File: src/rtl/aoc_pkg.sv
// aoc_pkg: shared ASCII constants, parser state encoding and digit classifier
package aoc_pkg;
  localparam logic [7:0] CH_0     = 8'h30;
  localparam logic [7:0] CH_9     = 8'h39;
  localparam logic [7:0] CH_LF    = 8'h0A;
  localparam logic [7:0] CH_CR    = 8'h0D;
  localparam logic [7:0] CH_MINUS = 8'h2D;
  typedef enum logic [1:0] {
    IDLE  = 2'd0,
`ifdef RX_NUMBER_PARSER_SIGNED_EN
    NEG   = 2'd2,
`endif
    ACCUM = 2'd1
  } state_t;
  function automatic logic is_digit(input logic [7:0] b);
    return b >= CH_0 && b <= CH_9;
  endfunction
endpackage

File: src/rtl/rx_number_parser_dec_mac.sv
// dec_mac: combinational acc*10+digit with carry-out overflow detection
module dec_mac #(
  parameter int WIDTH = 32
) (
  input  logic [WIDTH-1:0] acc,
  input  logic [3:0]       digit,
  output logic [WIDTH-1:0] sum,
  output logic             ovf
);
  logic [WIDTH+3:0] ext, wide;
  assign ext  = {4'b0, acc};
  assign wide = (ext << 3) + (ext << 1) + {{WIDTH{1'b0}}, digit};
  assign sum  = wide[WIDTH-1:0];
  assign ovf  = |wide[WIDTH+3:WIDTH];
endmodule

File: src/rtl/rx_number_parser.sv
// rx_number_parser: UART byte stream to decimal-number records over valid/ready.
// Define RX_NUMBER_PARSER_SIGNED_EN to accept a leading '-' and emit two's-complement values.
module rx_number_parser
  import aoc_pkg::*;
#(
  parameter int WIDTH = 32
) (
  input  logic             clk,
  input  logic             reset,
  input  logic             rx_avail,
  input  logic [7:0]       rx_data,
  input  logic             flush,
  output logic             out_valid,
  input  logic             out_ready,
  output logic [WIDTH-1:0] out_value,
  output logic             out_eol,
  output logic             out_blank,
  output logic             out_overflow,
  output logic             dropped
);
  state_t state, state_n;
  logic [WIDTH-1:0] acc, acc_n, mac_sum, em_val;
  logic ovf, ovf_n, mac_ovf, prev_lf, prev_lf_n;
  logic emit, em_eol, em_blank, em_ovf;
  logic dig, lf;
  assign dig = is_digit(rx_data);
  assign lf  = rx_data == CH_LF;
  dec_mac #(.WIDTH(WIDTH)) u_mac (
    .acc  (acc),
    .digit(rx_data[3:0]),
    .sum  (mac_sum),
    .ovf  (mac_ovf)
  );
`ifdef RX_NUMBER_PARSER_SIGNED_EN
  localparam logic [WIDTH-1:0] HALF = {1'b1, {(WIDTH-1){1'b0}}};
  logic neg, neg_n;
  assign em_val = em_blank ? '0 : (neg_n ? '0 - acc_n : acc_n);
  assign em_ovf = !em_blank && (ovf_n || (neg_n ? acc_n > HALF : acc_n[WIDTH-1]));
`else
  assign em_val = em_blank ? '0 : acc_n;
  assign em_ovf = !em_blank && ovf_n;
`endif
  // State, accumulator and previous-LF tracking
  always_ff @(posedge clk or negedge reset) begin
    if (!reset) begin
      state   <= IDLE;
      acc     <= '0;
      ovf     <= 1'b0;
      prev_lf <= 1'b0;
`ifdef RX_NUMBER_PARSER_SIGNED_EN
      neg     <= 1'b0;
`endif
    end else begin
      state   <= state_n;
      acc     <= acc_n;
      ovf     <= ovf_n;
      prev_lf <= prev_lf_n;
`ifdef RX_NUMBER_PARSER_SIGNED_EN
      neg     <= neg_n;
`endif
    end
  end
  // Byte handling first, then flush terminates whatever number the byte left open
  always_comb begin
    state_n   = state;
    acc_n     = acc;
    ovf_n     = ovf;
    prev_lf_n = prev_lf;
    emit      = 1'b0;
    em_eol    = 1'b0;
    em_blank  = 1'b0;
`ifdef RX_NUMBER_PARSER_SIGNED_EN
    neg_n     = neg;
`endif
    if (rx_avail) begin
      prev_lf_n = lf;
      case (state)
        IDLE:
          if (dig) begin
            state_n = ACCUM;
            acc_n   = WIDTH'(rx_data[3:0]);
            ovf_n   = 1'b0;
`ifdef RX_NUMBER_PARSER_SIGNED_EN
            neg_n   = 1'b0;
          end else if (rx_data == CH_MINUS) begin
            state_n = NEG;
`endif
          end else if (lf && prev_lf) begin
            emit     = 1'b1;
            em_blank = 1'b1;
            em_eol   = 1'b1;
          end
        ACCUM:
          if (dig) begin
            acc_n = mac_sum;
            ovf_n = ovf | mac_ovf;
          end else begin
            emit    = 1'b1;
            em_eol  = lf;
            state_n = IDLE;
          end
`ifdef RX_NUMBER_PARSER_SIGNED_EN
        NEG:
          if (dig) begin
            state_n = ACCUM;
            acc_n   = WIDTH'(rx_data[3:0]);
            ovf_n   = 1'b0;
            neg_n   = 1'b1;
          end else begin
            state_n = IDLE;
          end
`endif
        default: state_n = IDLE;
      endcase
    end
    if (flush && state_n == ACCUM) begin
      emit    = 1'b1;
      em_eol  = 1'b0;
      state_n = IDLE;
    end
  end
  // Single-entry output register; records emitted while it is full are lost and flagged
  always_ff @(posedge clk or negedge reset) begin
    if (!reset) begin
      out_valid    <= 1'b0;
      out_value    <= '0;
      out_eol      <= 1'b0;
      out_blank    <= 1'b0;
      out_overflow <= 1'b0;
      dropped      <= 1'b0;
    end else if (emit && (!out_valid || out_ready)) begin
      out_valid    <= 1'b1;
      out_value    <= em_val;
      out_eol      <= em_eol;
      out_blank    <= em_blank;
      out_overflow <= em_ovf;
    end else if (emit) begin
      dropped      <= 1'b1;
    end else if (out_ready) begin
      out_valid    <= 1'b0;
    end
  end
endmodule

File: config.mk
export PLATFORM = sky130hd
export DESIGN_NAME = rx_number_parser
export DESIGN_NICKNAME = d
export VERILOG_FILES = /design/src/rtl/aoc_pkg.sv /design/src/rtl/rx_number_parser_dec_mac.sv /design/src/rtl/rx_number_parser.sv
export SDC_FILE = /design/constraint.sdc
export NUM_CORES = 1
export LEC_CHECK = 0
export BUFFER_PORTS_ARGS = -buffer_cell sky130_fd_sc_hd__buf_2
export CORE_MARGIN = 2
export CORE_UTILIZATION = 25
export DETAILED_ROUTE_END_ITERATION = 12
export PLACE_DENSITY = 0.37
export SYNTH_ARGS = -nofsm -noshare
export SYNTH_HDL_FRONTEND = slang
export SYNTH_SLANG_ARGS = --single-unit
File: constraint.sdc
create_clock -name clk -period 3.7 [get_ports clk]
set_input_delay 0.37 -clock clk [delete_from_list [all_inputs] [get_ports clk]]
set_output_delay 0.37 -clock clk [all_outputs]
set_load 0.03 [all_outputs]
## Word level (Yosys, flattened, before mapping)

Cells that the tools add are included.

| storage, ports and cells | value |
|---|---|
| flip-flop bits (word level) | 73 |
| bits of input ports | 13 |
| logic and storage cells | 62 |

| cells by class | value |
|---|---|
| bitwise gates (word level) | 2 |
| muxes and demuxes | 29 |
| $add $sub $neg | 2 |
| order comparisons | 2 |
| reduce and logical (&&, ||, !) cells | 13 |
| equality and inequality tests | 4 |

Operators with widths:

| operator | count |
|---|---|
| 32-bit 2-to-1 mux | 4 |
| 32-bit case mux with 2 select lines | 1 |
| 35-bit by 33-bit adder with 36-bit output | 1 |
| 36-bit by 4-bit adder with 36-bit output | 1 |
| 1-bit 2-to-1 mux | 16 |
| 8-bit by 4-bit equality test with 1-bit output (second input constant) | 1 |
| 8-bit by 6-bit greater-or-equal comparator with 1-bit output (second input constant) | 1 |
| 8-bit by 6-bit less-or-equal comparator with 1-bit output (second input constant) | 1 |
| 2-bit 2-to-1 mux | 4 |
| 1-bit case mux with 2 select lines | 3 |
| 1-bit logical AND | 5 |
| 2-bit by 1-bit equality test with 1-bit output (second input constant) | 2 |
| 2-bit case mux with 2 select lines | 1 |
| 2-bit AND reduction | 2 |
| 4-bit OR reduction | 1 |
| 1-bit logical NOT | 2 |
| 2-bit logical NOT | 1 |
| 2-bit by 1-bit inequality test with 1-bit output (second input constant) | 1 |
| 2-bit nonzero test | 1 |
| 1-bit logical OR | 1 |
| 1-bit NOT | 1 |
| 1-bit OR | 1 |

## Longest topological paths before layout

| logic depth | value |
|---|---|
| depth in word-level cells | 11 |
| mapped depth | 13 |
| depth with buffers taken out | 13 |

## Cells and area by module

A second synthesis with hierarchy kept.

| second synthesis, totals | value |
|---|---|
| cells, all modules | 528 |
| area, all modules | 5,003.5 um^2 |

Modules (own cells, without submodules):

| module | times used | area an instance (um^2) | cells each |
|---|---|---|---|
| rx_number_parser | 1 | 2,869.0 | 257 |
| dec_mac | 1 | 2,134.5 | 271 |

## Worst setup path after synthesis

No wires, ideal clock.

| timing path | value |
|---|---|
| path type | input to register |
| start | input port rx_data[3] |
| end | register out_value[16] |
| setup slack | 655 ps |
| required time | 3,579 ps |
| buffers on the path | 0 |
| stages | 13 |
| data arrival time | 2,924 ps |
| path through | inv_1 -> fa_1 -> inv_1 -> fa_1 -> a211oi_1 -> o211ai_1 -> a21boi_1 -> o21ai_1 -> a21o_1 -> a21oi_1 -> xor2_1 -> o21ai_1 -> a22o_1 |

| between the ends | value |
|---|---|
| elaborated cells on any way between the ends | 26 |

RTL lines:

| item | line | RTL |
|---|---|---|
| from (decl) | rx_number_parser.sv:11 | `input logic [7:0] rx_data,` |
| parallel branches: the longest is 3 deep, another holds 36-bit by 4-bit adder with 36-bit output | n/a |  |
| 32-bit case mux with 2 select lines (*) | rx_number_parser.sv:77 | `case (state)` |
| 32-bit 2-to-1 mux (*) | rx_number_parser.sv:75 | `if (rx_avail) begin` |
| net acc_n[16] | rx_number_parser.sv:22 | `logic [WIDTH-1:0] acc, acc_n, mac_sum, em_val;` |
| 32-bit 2-to-1 mux (*) | rx_number_parser.sv:40 | `assign em_val = em_blank ? '0 : acc_n;` |
| to (signal assigned) | rx_number_parser.sv:133 | `out_value <= em_val;` |
| to (decl) | rx_number_parser.sv:15 | `output logic [WIDTH-1:0] out_value,` |

Mark *: on every way through the listed nets, which the timed path passes.
A chain may end at the register's enable or synchronous reset.

## Worst setup path after layout

| timing path | value |
|---|---|
| start | register acc[0] |
| end | register out_overflow |

| between the ends | value |
|---|---|
| longest elaborated chain between the ends | 8 |

Ends and longest elaborated chain:

| item | line | RTL |
|---|---|---|
| from (decl) | rx_number_parser.sv:22 |  |
| from (signal assigned) | rx_number_parser.sv:55 | `acc <= acc_n;` |
| 35-bit by 33-bit adder with 36-bit output | rx_number_parser_dec_mac.sv:12 | `assign wide = (ext << 3) + (ext << 1) + {{WIDTH{1'b0}}, digit};` |
| 36-bit by 4-bit adder with 36-bit output | rx_number_parser_dec_mac.sv:12 |  |
| 4-bit OR reduction | rx_number_parser_dec_mac.sv:14 | `assign ovf = \|wide[WIDTH+3:WIDTH];` |
| 1-bit OR | rx_number_parser.sv:96 | `ovf_n = ovf \| mac_ovf;` |
| 1-bit 2-to-1 mux | rx_number_parser.sv:94 | `if (dig) begin` |
| 1-bit case mux with 2 select lines | rx_number_parser.sv:77 |  |
| 1-bit 2-to-1 mux | rx_number_parser.sv:75 |  |
| net ovf_n | rx_number_parser.sv:23 | `logic ovf, ovf_n, mac_ovf, prev_lf, prev_lf_n;` |
| 1-bit logical AND | rx_number_parser.sv:41 | `assign em_ovf = !em_blank && ovf_n;` |
| to (signal assigned) | rx_number_parser.sv:136 | `out_overflow <= em_ovf;` |
| to (decl) | rx_number_parser.sv:18 | `output logic out_overflow,` |

The timed path passes the listed nets, and every way through them passes these cells.

==> metrics.md <==
| Metric | Value |
|---|---|
| Run status | `complete, no violations` |
| Total die area | `20800 µm²` |
| Post-synthesis mux area share | `1.04%` |
| Final setup vio count | `0` |
| Number of warnings issued by yosys | `0` |
| Fraction of final layout cells with drive strength greater than 1 | `14.5%` |
| Cell type with the largest total area after synthesis | `sky130_fd_sc_hd__dfrtp_1` |
| Final Power | `0.00206 W` |
| Die Y-Extent | `144 µm` |
| Width of the chip | `144 µm` |
| Clock-pin slew of the registers on the worst-case setup and hold paths | `0.06 ns` |
| Count of standard-cell rows | `51` |
| Total routing usage reported by global routing | `13.7%` |
| Measured slew at the worst slew-check pin | `0.977 ns` |
| Critical setup path kind | `reg -> reg` |
| Clock sink total | `73` |
| Worst Setup Slack, final | `0.340 ns` |
| Maximum resistive drop on vdd | `219 µV` |
| Post-route ant nets | `0` |
| Setup repair after global routing missed its margin | `no` |
| Maximum single-stage delay on the critical path | `0.50 ns` |
| Area share of xor/xnor cells in the synthesized design | `5.16%` |
| Syn Inst Count | `510` |
| Global placer's final weighted congestion | `0.828` |
| FF+latch count, synth | `73` |
| Synth Cell Area | `4920 µm²` |
| Total wire length | `13500 µm` |
| Avg Vias per Cell | `4.87` |
| Ratio of final minimum period to clock period | `90.8%` |
| Maximum clock frequency | `298 MHz` |
| Relative area change from synthesis to final layout | `16.8%` |
| Final critical-path required period | `3.36 ns` |
| DRC viols | `0` |
| Critical Path Stages | `14` |
| Pleak | `2.98 nW` |
| Setup Total Neg Slack | `0 ns` |
| Port Buffer Count | `49` |
| Share of the synthesized area in compound gates (AO/OA/AOI/OAI) | `25.5%` |
| Total nets after synthesis | `588` |
| Required time worst endpoint | `3.94 ns` |
| Critical path's top delay family | `compound AO/OA/AOI/OAI gates` |
| Final slew viol count | `0` |
| Worst-case reg-to-reg path depth | `14` |
| Initial DRC count | `199` |
| Global-route wire length before repair | `22000 µm` |
| Number of distinct library cell variants in the gate-level netlist after synthesis | `54` |
| Power per unit of standard cell area | `358 nW/µm²` |
| Buffer and inverter count on the worst path | `3` |
| Critical Path Start Type | `flop` |
| Worst EP arrival | `3.60 ns` |
| Number of synthesized flops with an enable pin | `0` |
| Post-route non-filler standard cell count | `818` |
| Crit end category | `flop` |
| Primary FF master, synth | `sky130_fd_sc_hd__dfrtp_1` |
| Share of the synthesized area in the top cell type | `37.1%` |
| Fillcell total | `2071` |
| Master of the slowest instance on the critical path | `sky130_fd_sc_hd__fa_1` |
| Average instance area after synthesis | `9.64 µm²` |
| Worst slew margin | `34.8%` |
| First drt pass iteration count | `4` |
| Vias in the first global route | `4138` |
| CTS tree | `done` |
| Highest-count cells in the layout ignoring fill and taps | `73 x sky130_fd_sc_hd__dfrtp_1, 63 x sky130_fd_sc_hd__ha_1, 56 x sky130_fd_sc_hd__nand2_1, 48 x sky130_fd_sc_hd__buf_2, 40 x sky130_fd_sc_hd__a21oi_1` |
| Hold buffer count at cts | `0` |
| Ranking of synthesized cells by area | `sky130_fd_sc_hd__dfrtp_1 37%, sky130_fd_sc_hd__ha_1 16%, sky130_fd_sc_hd__a22o_1 6.9%` |
| Number of buffers created by CTS | `9` |
| Number of max-cap violations | `0` |
| Total core area | `19400 µm²` |
| Layout Nets | `627` |
| H-tree depth reported by CTS | `3` |
| Maximum number of pins on one net before global-route repair | `74` |
| Initial standard-cell utilization of the core | `25.4%` |
| Most frequent standard cell in the layout excluding fill and tap cells | `sky130_fd_sc_hd__dfrtp_1` |
| Async SR Flop Fraction | `100%` |
| Ant diodes | `0` |
| Via count | `3984` |
| CTS Root Cell | `sky130_fd_sc_hd__clkbuf_16` |
| Hold/Removal Path Class | `in -> async` |
| Routed wire length per instance | `16.5 µm` |
| Area after detailed placement | `5420 µm²` |
| Clock latency at the later pin of the worst-skew pair | `0.35 ns` |
| Aggregate global routing overflow | `0` |
| Count of final hold-check violations | `0` |
| Maximum fanout count along the critical path | `4` |
| Setup Skew | `0.00557 ns` |
| Count of boundary I/O pins | `50` |
| Combinational family with the most area after synthesis | `compound AO/OA/AOI/OAI gates` |
| Arithmetic-cell share of the synthesized area counting full adders, half adders and majority gates | `16.8%` |
| Share of the yosys chip area belonging to registers | `37.1%` |
| Inst Count DP | `802` |
| DP Wirelength | `9520 µm` |
| Crit-path cells | `inv_1 -> fa_1 -> inv_1 -> fa_1 -> a211oi_1 -> o211ai_1 -> buf_4 -> a41oi_1 -> o21ai_1 -> o2111ai_1 -> nand2_1 -> xnor2_1 -> a31oi_1 -> a22o_1` |
| Final std cell area, no fill | `5750 µm²` |
| Antenna violations before repair | `0` |
| Worst-case clock buffer depth | `2` |
| Worst-case setup slack after placement | `0.0997 ns` |
| Simple-Gate Fraction of Synth Area | `11.3%` |
sequential cells by signal, indices dropped and copies added (netlist names):
register and flops:
dropped 1, out_overflow 1, out_valid 1, out_value 32, out_blank 1, state 2
ovf 1, prev_lf 1, out_eol 1, acc 32
synthesized netlist by cell type, drive strengths merged (7+ instances only):
library cell and count:
ha 63, nand2 56, inv 11, dfrtp 73
clkbuf 21, o31ai 8, a22o 39, a31oi 7
xor2 12, a21o 18, xnor2 17, nor2 23
nand3 8, o21ai 39, a21oi 40
area by class of cell:
class | instances | area, µm² | area share (%)
Multi-Input combinational cell | 401 | 2960 | 51.5
Sequential cell | 73 | 1830 | 31.8
Tap cell | 265 | 332 | 5.77
Timing Repair Buffer | 53 | 278 | 4.83
Clock buffer | 10 | 229 | 3.98
Clock inverter | 5 | 81.3 | 1.42
Inverter | 11 | 41.3 | 0.718
report_power, final:
| part | internal [W] | switching, W | leakage, nW | total (W) |
|---|---|---|---|---|
| Clock | 0.000587 | 0.000357 | 0.149 | 0.000944 |
| Combinational | 0.000101 | 0.000168 | 1.82 | 0.000269 |
| Sequential | 0.000827 | 0.0000188 | 1.01 | 0.000845 |
| Total | 0.00151 | 0.000544 | 2.98 | 0.00206 |
final timing paths:
| path | to | from | slack (ns) |
|---|---|---|---|
| worst max-delay path | out_overflow$_DFFE_PN0P_ | acc[0]$_DFF_PN0_ | 0.34 |
| worst min-delay path | out_value[0]$_DFFE_PN0P_ | reset | 0.18 |
| worst max register to register | out_overflow$_DFFE_PN0P_ | acc[0]$_DFF_PN0_ | 0.34 |
| worst min register to register | dropped$_DFFE_PN0P_ | dropped$_DFFE_PN0P_ | 0.48 |
| max in group asynchronous | acc[19]$_DFF_PN0_ | reset | 2.89 |
| min in group clk | state[0]$_DFF_PN0_ | flush | 0.23 |
cell families after synthesis:
kind of cell / after synthesis
AOI/OAI and AO/OA: 182
and+or+nand+nor: 120
adders and majority gates: 65
DFF: 73
buffers and inverters: 36
muxes: 5
xor gates and xnor gates: 29
routing by layer:
layer  routed length [µm]  GRT usage (%)
met2                 6220           22.3
met5                    0              0
met4                  179           3.37
met1                 6720           18.2
met3                  376           3.38
stage by stage:
stage / hold slack, ns / utilization [%]
global placement: 0.459 / 27.9
floorplan: 0.0744 / -
global route: 0.229 / 29.6
detailed placement: 0.463 / 27.9
finish: 0.179 / 29.6
CTS: 0.214 / 29.5
repair_timing:
action	CTS	global route
buffers inserted	0	1
endpoints found under the hold margin	0	0
endpoints found under the setup margin	0	4
resized for setup	0	2
Note: power is estimated with default switching activity, not from simulation.
